`src/rtl/writeback_unit.sv`:
```
// -----------------------------------------------------------------------------
// writeback_unit
//   Small in-order writeback queue placed between the execute/memory stages and
//   the register-file write port. Results are formatted at enqueue time, so
//   each entry already holds its final 32-bit value. Loads get byte/halfword
//   select and sign/zero extension, and misaligned loads are flagged. The head
//   entry drives the register-file port directly.
//
// Ports
//   clk, reset        rising-edge clock, asynchronous active-high reset
//   in_valid/in_ready upstream handshake
//   in_wb_en, in_rd   destination write enable and register index
//   in_wb_sel         result source: 00 ALU, 01 load, 10 PC+4, 11 ALU
//   in_alu_result, in_pc_plus4, in_load_word   candidate results
//   in_funct3, in_addr_lo                      load type and address low bits
//   rf_grant          register-file write port is free this cycle
//   rf_rd, rf_data, rf_write_en                register-file write port
//   pending_mask      registers with a queued write outstanding
//   misalign_err      one-cycle pulse after a misaligned entry retires
//   retire_count      wrapping count of retired entries
// -----------------------------------------------------------------------------
module writeback_unit #(
   parameter int DEPTH = 2
) (
   input  logic        clk,
   input  logic        reset,
   input  logic        in_valid,
   output logic        in_ready,
   input  logic        in_wb_en,
   input  logic [4:0]  in_rd,
   input  logic [1:0]  in_wb_sel,
   input  logic [31:0] in_alu_result,
   input  logic [31:0] in_pc_plus4,
   input  logic [31:0] in_load_word,
   input  logic [2:0]  in_funct3,
   input  logic [1:0]  in_addr_lo,
   input  logic        rf_grant,
   output logic [4:0]  rf_rd,
   output logic [31:0] rf_data,
   output logic        rf_write_en,
   output logic [31:0] pending_mask,
   output logic        misalign_err,
   output logic [31:0] retire_count
);

   localparam int PW = (DEPTH > 2) ? 2 : 1;

   typedef struct packed {
      logic [31:0] data;
      logic [4:0]  rd;
      logic        wr;
      logic        mis;
   } entry_t;

   entry_t             q [DEPTH];
   logic [DEPTH-1:0]   vld;
   logic [PW-1:0]      head, tail;

   entry_t             new_e;
   logic [7:0]         byte_v;
   logic [15:0]        half_v;
   logic               head_v, push, pop;
   logic [DEPTH-1:0]   vld_n;
   logic [31:0]        mask_n;

   // Enqueue-time formatting
   always_comb begin
      byte_v     = in_load_word[{in_addr_lo, 3'b000} +: 8];
      half_v     = in_load_word[{in_addr_lo[1], 4'b0000} +: 16];
      new_e.data = in_alu_result;
      new_e.rd   = in_rd;
      new_e.mis  = 1'b0;
      case (in_wb_sel)
         2'b01: begin
            case (in_funct3)
               3'b000: new_e.data = {{24{byte_v[7]}}, byte_v};
               3'b100: new_e.data = {24'd0, byte_v};
               3'b001: begin
                  new_e.data = {{16{half_v[15]}}, half_v};
                  new_e.mis  = in_addr_lo[0];
               end
               3'b101: begin
                  new_e.data = {16'd0, half_v};
                  new_e.mis  = in_addr_lo[0];
               end
               3'b010: begin
                  new_e.data = in_load_word;
                  new_e.mis  = (in_addr_lo != 2'b00);
               end
               default: begin
                  new_e.data = in_load_word;
                  new_e.mis  = 1'b1;
               end
            endcase
         end
         2'b10:   new_e.data = in_pc_plus4;
         default: new_e.data = in_alu_result;
      endcase
      new_e.wr = in_wb_en && (in_rd != 5'd0) && !new_e.mis;
   end

   // Circular buffer: the queue is full exactly when the tail slot is occupied,
   // which is the same condition as count == DEPTH.
   assign in_ready    = !vld[tail];
   assign head_v      = vld[head];
   assign push        = in_valid && in_ready;
   assign pop         = head_v && (!q[head].wr || rf_grant);

   assign rf_write_en = head_v && q[head].wr;
   assign rf_rd       = head_v ? q[head].rd   : 5'd0;
   assign rf_data     = head_v ? q[head].data : 32'd0;

   // Next-state mask is built from the post-edge queue contents so the
   // registered mask always matches what the queue holds.
   always_comb begin
      entry_t e;
      vld_n = vld;
      if (pop)  vld_n[head] = 1'b0;
      if (push) vld_n[tail] = 1'b1;
      mask_n = 32'd0;
      for (int i = 0; i < DEPTH; i++) begin
         e = (push && (tail == PW'(i))) ? new_e : q[i];
         if (vld_n[i] && e.wr) mask_n = mask_n | (32'd1 << e.rd);
      end
   end

   always_ff @(posedge clk or posedge reset) begin
      if (reset) begin
         vld          <= '0;
         head         <= '0;
         tail         <= '0;
         pending_mask <= 32'd0;
         misalign_err <= 1'b0;
         retire_count <= 32'd0;
      end else begin
         vld          <= vld_n;
         pending_mask <= mask_n;
         misalign_err <= pop && q[head].mis;
         if (push) tail <= tail + 1'b1;
         if (pop) begin
            head         <= head + 1'b1;
            retire_count <= retire_count + 32'd1;
         end
      end
   end

   // Payload storage needs no reset; slot validity is tracked in vld.
   always_ff @(posedge clk) begin
      if (push) q[tail] <= new_e;
   end

endmodule

```
`config.mk`:
```
export PLATFORM = sky130hd
export DESIGN_NAME = writeback_unit
export DESIGN_NICKNAME = d
export VERILOG_FILES = /design/src/rtl/writeback_unit.sv
export SDC_FILE = /design/constraint.sdc
export NUM_CORES = 1
export LEC_CHECK = 0
export CAP_MARGIN = 40
export CORE_UTILIZATION = 44
export CTS_CLUSTER_DIAMETER = 60
export DETAILED_ROUTE_END_ITERATION = 7
export HOLD_SLACK_MARGIN = 0.12
export PLACE_DENSITY = 0.78
export SLEW_MARGIN = 30
export SYNTH_ARGS = -nofsm -noshare
export SYNTH_HDL_FRONTEND = slang
export SYNTH_SLANG_ARGS = --single-unit
```
`constraint.sdc`:
```
create_clock -name clk -period 2.3 [get_ports clk]
set_clock_uncertainty 0.15 [all_clocks]
set_input_delay 0.23 -clock clk [delete_from_list [all_inputs] [get_ports clk]]
set_output_delay 0.23 -clock clk [all_outputs]
set_load 0.01 [all_outputs]
```
# After elaboration in Yosys (flattened, before gate mapping)
# Memory sizes are Yosys's and may differ from the RTL's.
# Index checks and enable logic that the tools add are counted.
dict set report totals {
  reg_bits 69
  latch_bits 0
  ramBits 78
  mem_bits_ro 0
  in_bits 113
  out_inout_bits 104
  word_cells 72
  memories 1
}
dict set report op_classes {
  addsub 3
  mul 0
  div 0
  magnitude_cmp 4
  eq_ne 6
  n_shift 4
  mux 22
  n_bitwise 5
  reduce_logical 21
}
# memory words width rd rd_clocked_by_memory_dff write_ports line_no
set memory_table {}
lappend memory_table {q 2 39 3 0 1 55} ;# entry_t q [DEPTH];
# cell n
set op_table {}
lappend op_table {{$pmux W32 S4} 1}
lappend op_table {{$mux W32} 3}
lappend op_table {{$pmux W32 S2} 1}
lappend op_table {{$shl A1 B5 Y32 const A} 2}
lappend op_table {{$add A32 B1 Y32 const B} 1}
lappend op_table {{$or A32 B32 Y32} 1}
lappend op_table {{$shiftx A32 B6 Y16} 1}
lappend op_table {{$shiftx A32 B6 Y8} 1}
lappend op_table {{$mux W7} 2}
lappend op_table {{$logic_and A1 B1 Y1} 12}
lappend op_table {{$mux W1} 9}
lappend op_table {{$eq A3 B3 Y1 const B} 2}
lappend op_table {{$mux W5} 1}
lappend op_table {{$reduce_bool A5 Y1} 1}
lappend op_table {{$lt A1 B2 Y1 const B} 2}
lappend op_table {{$mux W2} 2}
lappend op_table {{$reduce_or A2 Y1} 2}
lappend op_table {{$eq A3 B1 Y1 const B} 1}
lappend op_table {{$eq A3 B2 Y1 const B} 1}
lappend op_table {{$logic_not A1 Y1} 3}
lappend op_table {{$logic_not A3 Y1} 1}
lappend op_table {{$pmux W1 S3} 1}
lappend op_table {{$add A1 B1 Y1 const B} 2}
lappend op_table {{$and A2 B2 Y2} 1}
lappend op_table {{other kinds (9)} 11}

# Longest topological paths before layout
# Gate-level depths: netlist of run 1.
dict set report logic_depth {
  ltp_word 13
  depth_mapped 9
  ltp_nobuf 7
}

# Worst setup path before layout of run 1
# Ideal clock, no wire load.
dict set report synth_timing {
  kind {reg-to-reg}
  startpoint {reg vld[1]}
  endpoint {reg pending_mask[14]}
  setup_time_ns 0.132
  arrival_ns 2.236
  t_required_ns 2.018
  path_slack_ns -0.218
  stages_incl_launch_ff 7
  n_path_buf 0
  period_less_slack_ns 2.518
  path_cell_list {dfrtp_1 -> nand3b_2 -> inv_1 -> nor3_1 -> a22o_1 -> nand2_1 -> o22ai_1}
}
dict set report synth_between {
  elab_chain_cells 10
  elab_cells_between_ends 22
  classes_between {2 x shift; 10 x mux; 3 x bitwise; 7 x reduce/logical}
}
# element line_no
set synth_rtl {}
lappend synth_rtl {{start: declaration} 56} ;# logic [DEPTH-1:0] vld;
lappend synth_rtl {{start signal: assignment} 136} ;# vld <= vld_n;
lappend synth_rtl {{$mux W1 (on tied branches) (2 in a row)} {105, 104}}
lappend synth_rtl {{$logic_and A1 B1 Y1 / $logic_not A1 Y1 (equally long branches)} {107, 104}}
lappend synth_rtl {{$mux W2 / $logic_and A1 B1 Y1 (equally long branches)} {118, 106}}
lappend synth_rtl {{$or A2 B2 Y2 (no line) / $logic_and A1 B1 Y1 (equally long branches)} -}
lappend synth_rtl {{$mux W2 / $mux W7 (equally long branches)} {119, 122}}
lappend synth_rtl {{$logic_and A1 B1 Y1 / $shl A1 B5 Y32 (equally long branches)} 123} ;# if (vld_n[i] && e.wr) mask_n = mask_n | (32'd1 << e.rd);
lappend synth_rtl {{$mux W32} 123}
lappend synth_rtl {{$or A32 B32 Y32} 123}
lappend synth_rtl {{$mux W32 *} 123}
lappend synth_rtl {{named net mask_n[14]} 64} ;# logic [31:0] mask_n;
lappend synth_rtl {{end signal: assignment} 137} ;# pending_mask <= mask_n;
lappend synth_rtl {{end: declaration} 41} ;# output logic [31:0] pending_mask,
# The timed path passes the listed nets; every way through them passes the cells marked *. The select of a mux whose other input is x is not followed.
# A chain may end at the register's enable or synchronous reset.

# Final worst setup path of run 1
dict set report layout_timing {
  startpoint {reg head}
  endpoint {out rf_data[13]}
}
dict set report layout_between {
  elab_chain_cells 3
  elab_cells_between_ends 4
  classes_between {3 x mux; 1 x memory}
}
# element line_no
set layout_rtl {}
lappend layout_rtl {{start: declaration} 57} ;# logic [PW-1:0] head, tail;
lappend layout_rtl {{start signal: assignment} 141} ;# head <= head + 1'b1;
lappend layout_rtl {{$mux W1 (not written as such) (2 in a row)} 105} ;# assign head_v = vld[head];
lappend layout_rtl {{$mux W32 *} 111} ;# assign rf_data = head_v ? q[head].data : 32'd0;
lappend layout_rtl {{end: declaration} 39} ;# output logic [31:0] rf_data,
# Mark *: on every way between the ends. The rest lies on a longest branch, timed or not. The select of a mux whose other input is x is not followed.

==> flow_results.org, run 1 <==
** Global routing
- Busiest layer in global routing :: met2
- Global Route met3 Usage :: 0.05364
- Wire length of the first global-routing pass :: 34130 um
- Number of global-route vias before repair :: between 6000 and 7000
- In the global route stage, overall resource usage came out at 0.2554.
- Summed over all layers, the global routing overflow is 0.
- Grt met2 use :: 0.4168
- Pin count of the biggest net entering global routing :: 42
- Number of antenna violations at the first check in global routing :: 0
- For this run, global-route usage on met1 was measured as 0.3210.

** Timing
- Transition time at the pin with the least slew margin :: ~550 ps
- The hold violation total from the final report was 0.
- Setup violations, final :: 0
- Setup TNS :: 0 ps
- Final period util :: 0.9732
- Remaining max-slew budget at the tightest pin :: 0.6300
- The smallest clock period supported by the final layout is computed as 2238 ps.
- The final-report max-slew violation count came to 0.
- Based on the critical path, the design can be clocked at up to 446.7 MHz.

** Cells and area
- N_diodes :: 0
- Leaving out fill and tap cells, the most frequent cell in the layout is sky130_fd_sc_hd__clkdlybuf4s50_1.
- Relative area change from synthesis to final layout :: 48.06%
- In the layout the commonest cells are 178 x sky130_fd_sc_hd__clkdlybuf4s50_1, 78 x sky130_fd_sc_hd__edfxtp_1, 75 x sky130_fd_sc_hd__buf_4.
- Of the cells placed in the final design, the portion with a size suffix greater than 1 is 0.1703.
- After the last flow step, the layout net total stands at 1101.
- The finished layout holds 1218 standard cells, fillers aside.

** Floorplanning
- Die Span Y :: about 130 um
- The floorplan step defined a core boundary enclosing 0.01664 mm2.
- The initial utilization of the core area, before any placement, comes to 0.4527.
- Die area :: 0.01765 mm2
- Number of rows created at floorplan :: 47
- For this design the top-level I/O count stands at 217.
- Floorplan die width :: about 130 um

** Yosys
- For this run, the number of Yosys warnings is 0.
- Synthesis handed over a netlist of 703 instances.
- sky130_fd_sc_hd__edfxtp_1 takes more of the synthesized area than any other cell.
- Summing every instance area after synthesis gives ~0.0075 mm2.
- Library cells used by synthesis :: 70
- Area share of the largest cell type after synthesis :: 0.3109
- In this run the mean area of a mapped cell was 10.72 um2.
- The share of the Yosys chip area taken by registers is 0.5401.
- After synthesis the netlist holds a flip-flop and latch count of 147.
- Of all flip-flops after synthesis, the portion carrying an async set or reset was 0.4694.
- In this run, synthesis inferred 78 flip-flops with an integrated enable.
- Most used flip-flop cell after synthesis :: sky130_fd_sc_hd__edfxtp_1
- Top post-synthesis cells by area :: sky130_fd_sc_hd__edfxtp_1 31%, sky130_fd_sc_hd__dfrtp_1 23%, sky130_fd_sc_hd__mux2i_1 6.1%
- Net count after synthesis :: a little over 800

** Route
- Detail Route Antenna Nets :: 0
- Detailed Route Iter0 Violations :: 432
- Post-detailed-routing wire length :: 22190 um
- Number of remaining DRC errors :: 0
- Detailed-route via count :: 6625
- In the routed layout, each cell is associated on average with a via count of ~5.4.
- The pre-antenna-repair detailed-routing pass consisted of 5 iterations.
- In the final routed layout, each cell accounts on average for 18.22 um.

** Run
- The tool flagged a number of max-cap violations equal to 0.

** Placed design
- Number of buffers added on ports :: about 220
- Dpl hpwl :: 16680 um
- Placer's final routability congestion estimate :: 0.9297
- Cell Count Post-Placement :: 1176

** Setup path
- For the worst setup path, the data required time is 1920 ps.
- Worst Setup Path Type :: reg2out
- Category of the worst setup path capture point :: primary output
- Data arrives at the worst endpoint at between 1500 and 2000 ps.
- In this run the worst path has a maximum fanout of 7.
- STA classifies the critical path startpoint as a flop.

** Clock tree
- Counting along the longest clock path gives a buffer depth of 2.
- The clock net in this run drives a total of 147 sinks.
- After clock tree synthesis, the clock-pin slew on the worst setup and hold paths is roughly 60 ps.
- In this run the number of H-tree levels came out at 4.
- CTS placed an instance of sky130_fd_sc_hd__clkbuf_16 at the clock tree root.
- Clock latency at the later pin of the worst-skew pair :: 420 ps
- TritonCTS clock tree :: done
- In this run, CTS created clock tree buffers numbering 17.

** Status
- The run finished with clean final reports.

** Power
- Summed over all cells, the static leakage comes to ~4.7 nW.
- Cell Pwr Density :: 904.8 mW/mm2
- VDD IR max :: 0.0006947 V

** Min path
- Worst hold path type :: reg2reg
==> where the power goes <==
part	leakage, nW	switching [mW]	internal [mW]	total (mW)
Combinational	2.76	2.00	1.83	3.83
Sequential	1.67	0.207	3.27	3.48
Clock	0.284	1.16	1.63	2.79
==> worst max-delay path, cell delays in order, from the launching register on <==
cell                              delay [ps]
sky130_fd_sc_hd__dfrtp_2                 420
sky130_fd_sc_hd__and2b_2                 260
sky130_fd_sc_hd__nor2_4                  170
sky130_fd_sc_hd__clkbuf_16               200
sky130_fd_sc_hd__buf_6                   120
sky130_fd_sc_hd__nor2_2                   50
sky130_fd_sc_hd__clkdlybuf4s15_2         230
==> cells in the mapped netlist (3+ instances only) <==
cell,count
sky130_fd_sc_hd__edfxtp_1,78
sky130_fd_sc_hd__nor2_1,72
sky130_fd_sc_hd__dfrtp_1,69
sky130_fd_sc_hd__nand2_1,69
sky130_fd_sc_hd__mux2i_1,46
sky130_fd_sc_hd__o22ai_1,32
sky130_fd_sc_hd__inv_1,31
sky130_fd_sc_hd__a21oi_1,28
sky130_fd_sc_hd__clkbuf_1,26
sky130_fd_sc_hd__nor2b_1,26
sky130_fd_sc_hd__xnor2_1,22
sky130_fd_sc_hd__o221ai_1,20
sky130_fd_sc_hd__nand3_1,15
sky130_fd_sc_hd__a31oi_1,14
sky130_fd_sc_hd__buf_2,11
sky130_fd_sc_hd__nand2b_1,9
sky130_fd_sc_hd__xor2_1,9
sky130_fd_sc_hd__nor3_1,8
sky130_fd_sc_hd__a221oi_1,7
sky130_fd_sc_hd__mux2_2,7
sky130_fd_sc_hd__nand4_1,7
sky130_fd_sc_hd__and2_1,6
sky130_fd_sc_hd__a211o_1,5
sky130_fd_sc_hd__and3_1,5
sky130_fd_sc_hd__and4_1,5
sky130_fd_sc_hd__o21ai_1,5
sky130_fd_sc_hd__a22oi_1,4
sky130_fd_sc_hd__buf_1,4
sky130_fd_sc_hd__nor3b_1,4
sky130_fd_sc_hd__nor4_1,4
sky130_fd_sc_hd__o21ai_0,4
sky130_fd_sc_hd__a221o_1,3
sky130_fd_sc_hd__ha_1,3
==> per-layer routing <==
metal  wire (um)  part of all wire
met1        9007              0.41
met3        1652             0.074
met4         850             0.038
met5           0                 0
met2       10680              0.48
==> cell families (layout without fill, tap and decap cells) <==
kind of cell / Yosys count / in the layout / share of synthesized area
AO/OA/AOI/OAI: 144 / 144 / 0.1372
XOR/XNOR: 31 / 31 / 0.03604
adder cells (fa/ha/maj): 3 / 3 / 0.004983
buffers and inverters: 73 / 368 / 0.03853
flip-flops: 147 / 147 / 0.5401
multiplexers: 54 / 54 / 0.07341
AND/OR/NAND/NOR: 251 / 251 / 0.1697
==> metrics by stage <==
| stage | instance area [um2] | hold WS (ps) | total power, mW | setup slack [ps] | util |
|---|---|---|---|---|---|
| finish | 11150 | 325.7 | 10.09 | 61.55 | 0.6703 |
| global route | 11150 | 343.4 | 10.58 | -5.240 | 0.6703 |
| CTS | 11140 | 326.2 | 10.07 | -6.413 | 0.6695 |
| detailed placement | 10480 | 315.9 | 7.234 | -166.1 | 0.6300 |
| global placement | 10480 | 310.8 | 7.184 | -95.24 | 0.6300 |
| floorplan | 7542 | 178.9 | 5.331 | 6.320 | - |
==> registers in the layout (all words and copies together), names as in the netlist <==
| signal | count |
|---|---|
| q | 78 |
| pending_mask | 32 |
| retire_count | 32 |
| vld | 2 |
| head | 1 |
| misalign_err | 1 |
| tail | 1 |
==> area by class of cell <==
| cell class | count | area (um2) |
|---|---|---|
| Sequential cell | 147 | 4070 |
| Clock buffer | 17 | 425.4 |
| Clock inverter | 15 | 168.9 |
| Inverter | 32 | 126.4 |
| Tap cell | 220 | 275.3 |
| Multi-Input combinational cell | 483 | 3203 |
| Fill cell | 1311 | 5488 |
| Timing Repair Buffer | 304 | 2885 |
==> worst paths after layout <==
check	from	endpoint	slack (ps)	depth (start not counted)
max in group asynchronous	reset	pending_mask[22]	940	4
min in group asynchronous	reset	retire_count[24]	530	3
max reg2reg	retire_count[6]	retire_count[20]	190	5
min reg2reg	retire_count[31]	retire_count[31]	330	1
min	retire_count[31]	retire_count[31]	330	1
max	head	rf_data[13]	60	6
==> timing repair <==
item                                    CTS  global route
hold buffers                              1             0
endpoints found under the hold margin    15             0
setup buffers                             6             2
endpoints found under the setup margin   38             9
cloned                                    1             0
pin swaps                                 0             1
gates resized for setup                  56            24
Power figures use the tool's default switching activity.
==> run 2, diff against run 1 <==
--- a/config.mk
+++ b/config.mk
@@ -11,7 +11,6 @@
 export DETAILED_ROUTE_END_ITERATION = 7
 export HOLD_SLACK_MARGIN = 0.12
 export PLACE_DENSITY = 0.78
-export SLEW_MARGIN = 30
 export SYNTH_ARGS = -nofsm -noshare
 export SYNTH_HDL_FRONTEND = slang
 export SYNTH_SLANG_ARGS = --single-unit
==> results of run 2 <==
Same layout as run 1: the final DEF is identical, and so are final timing and power.
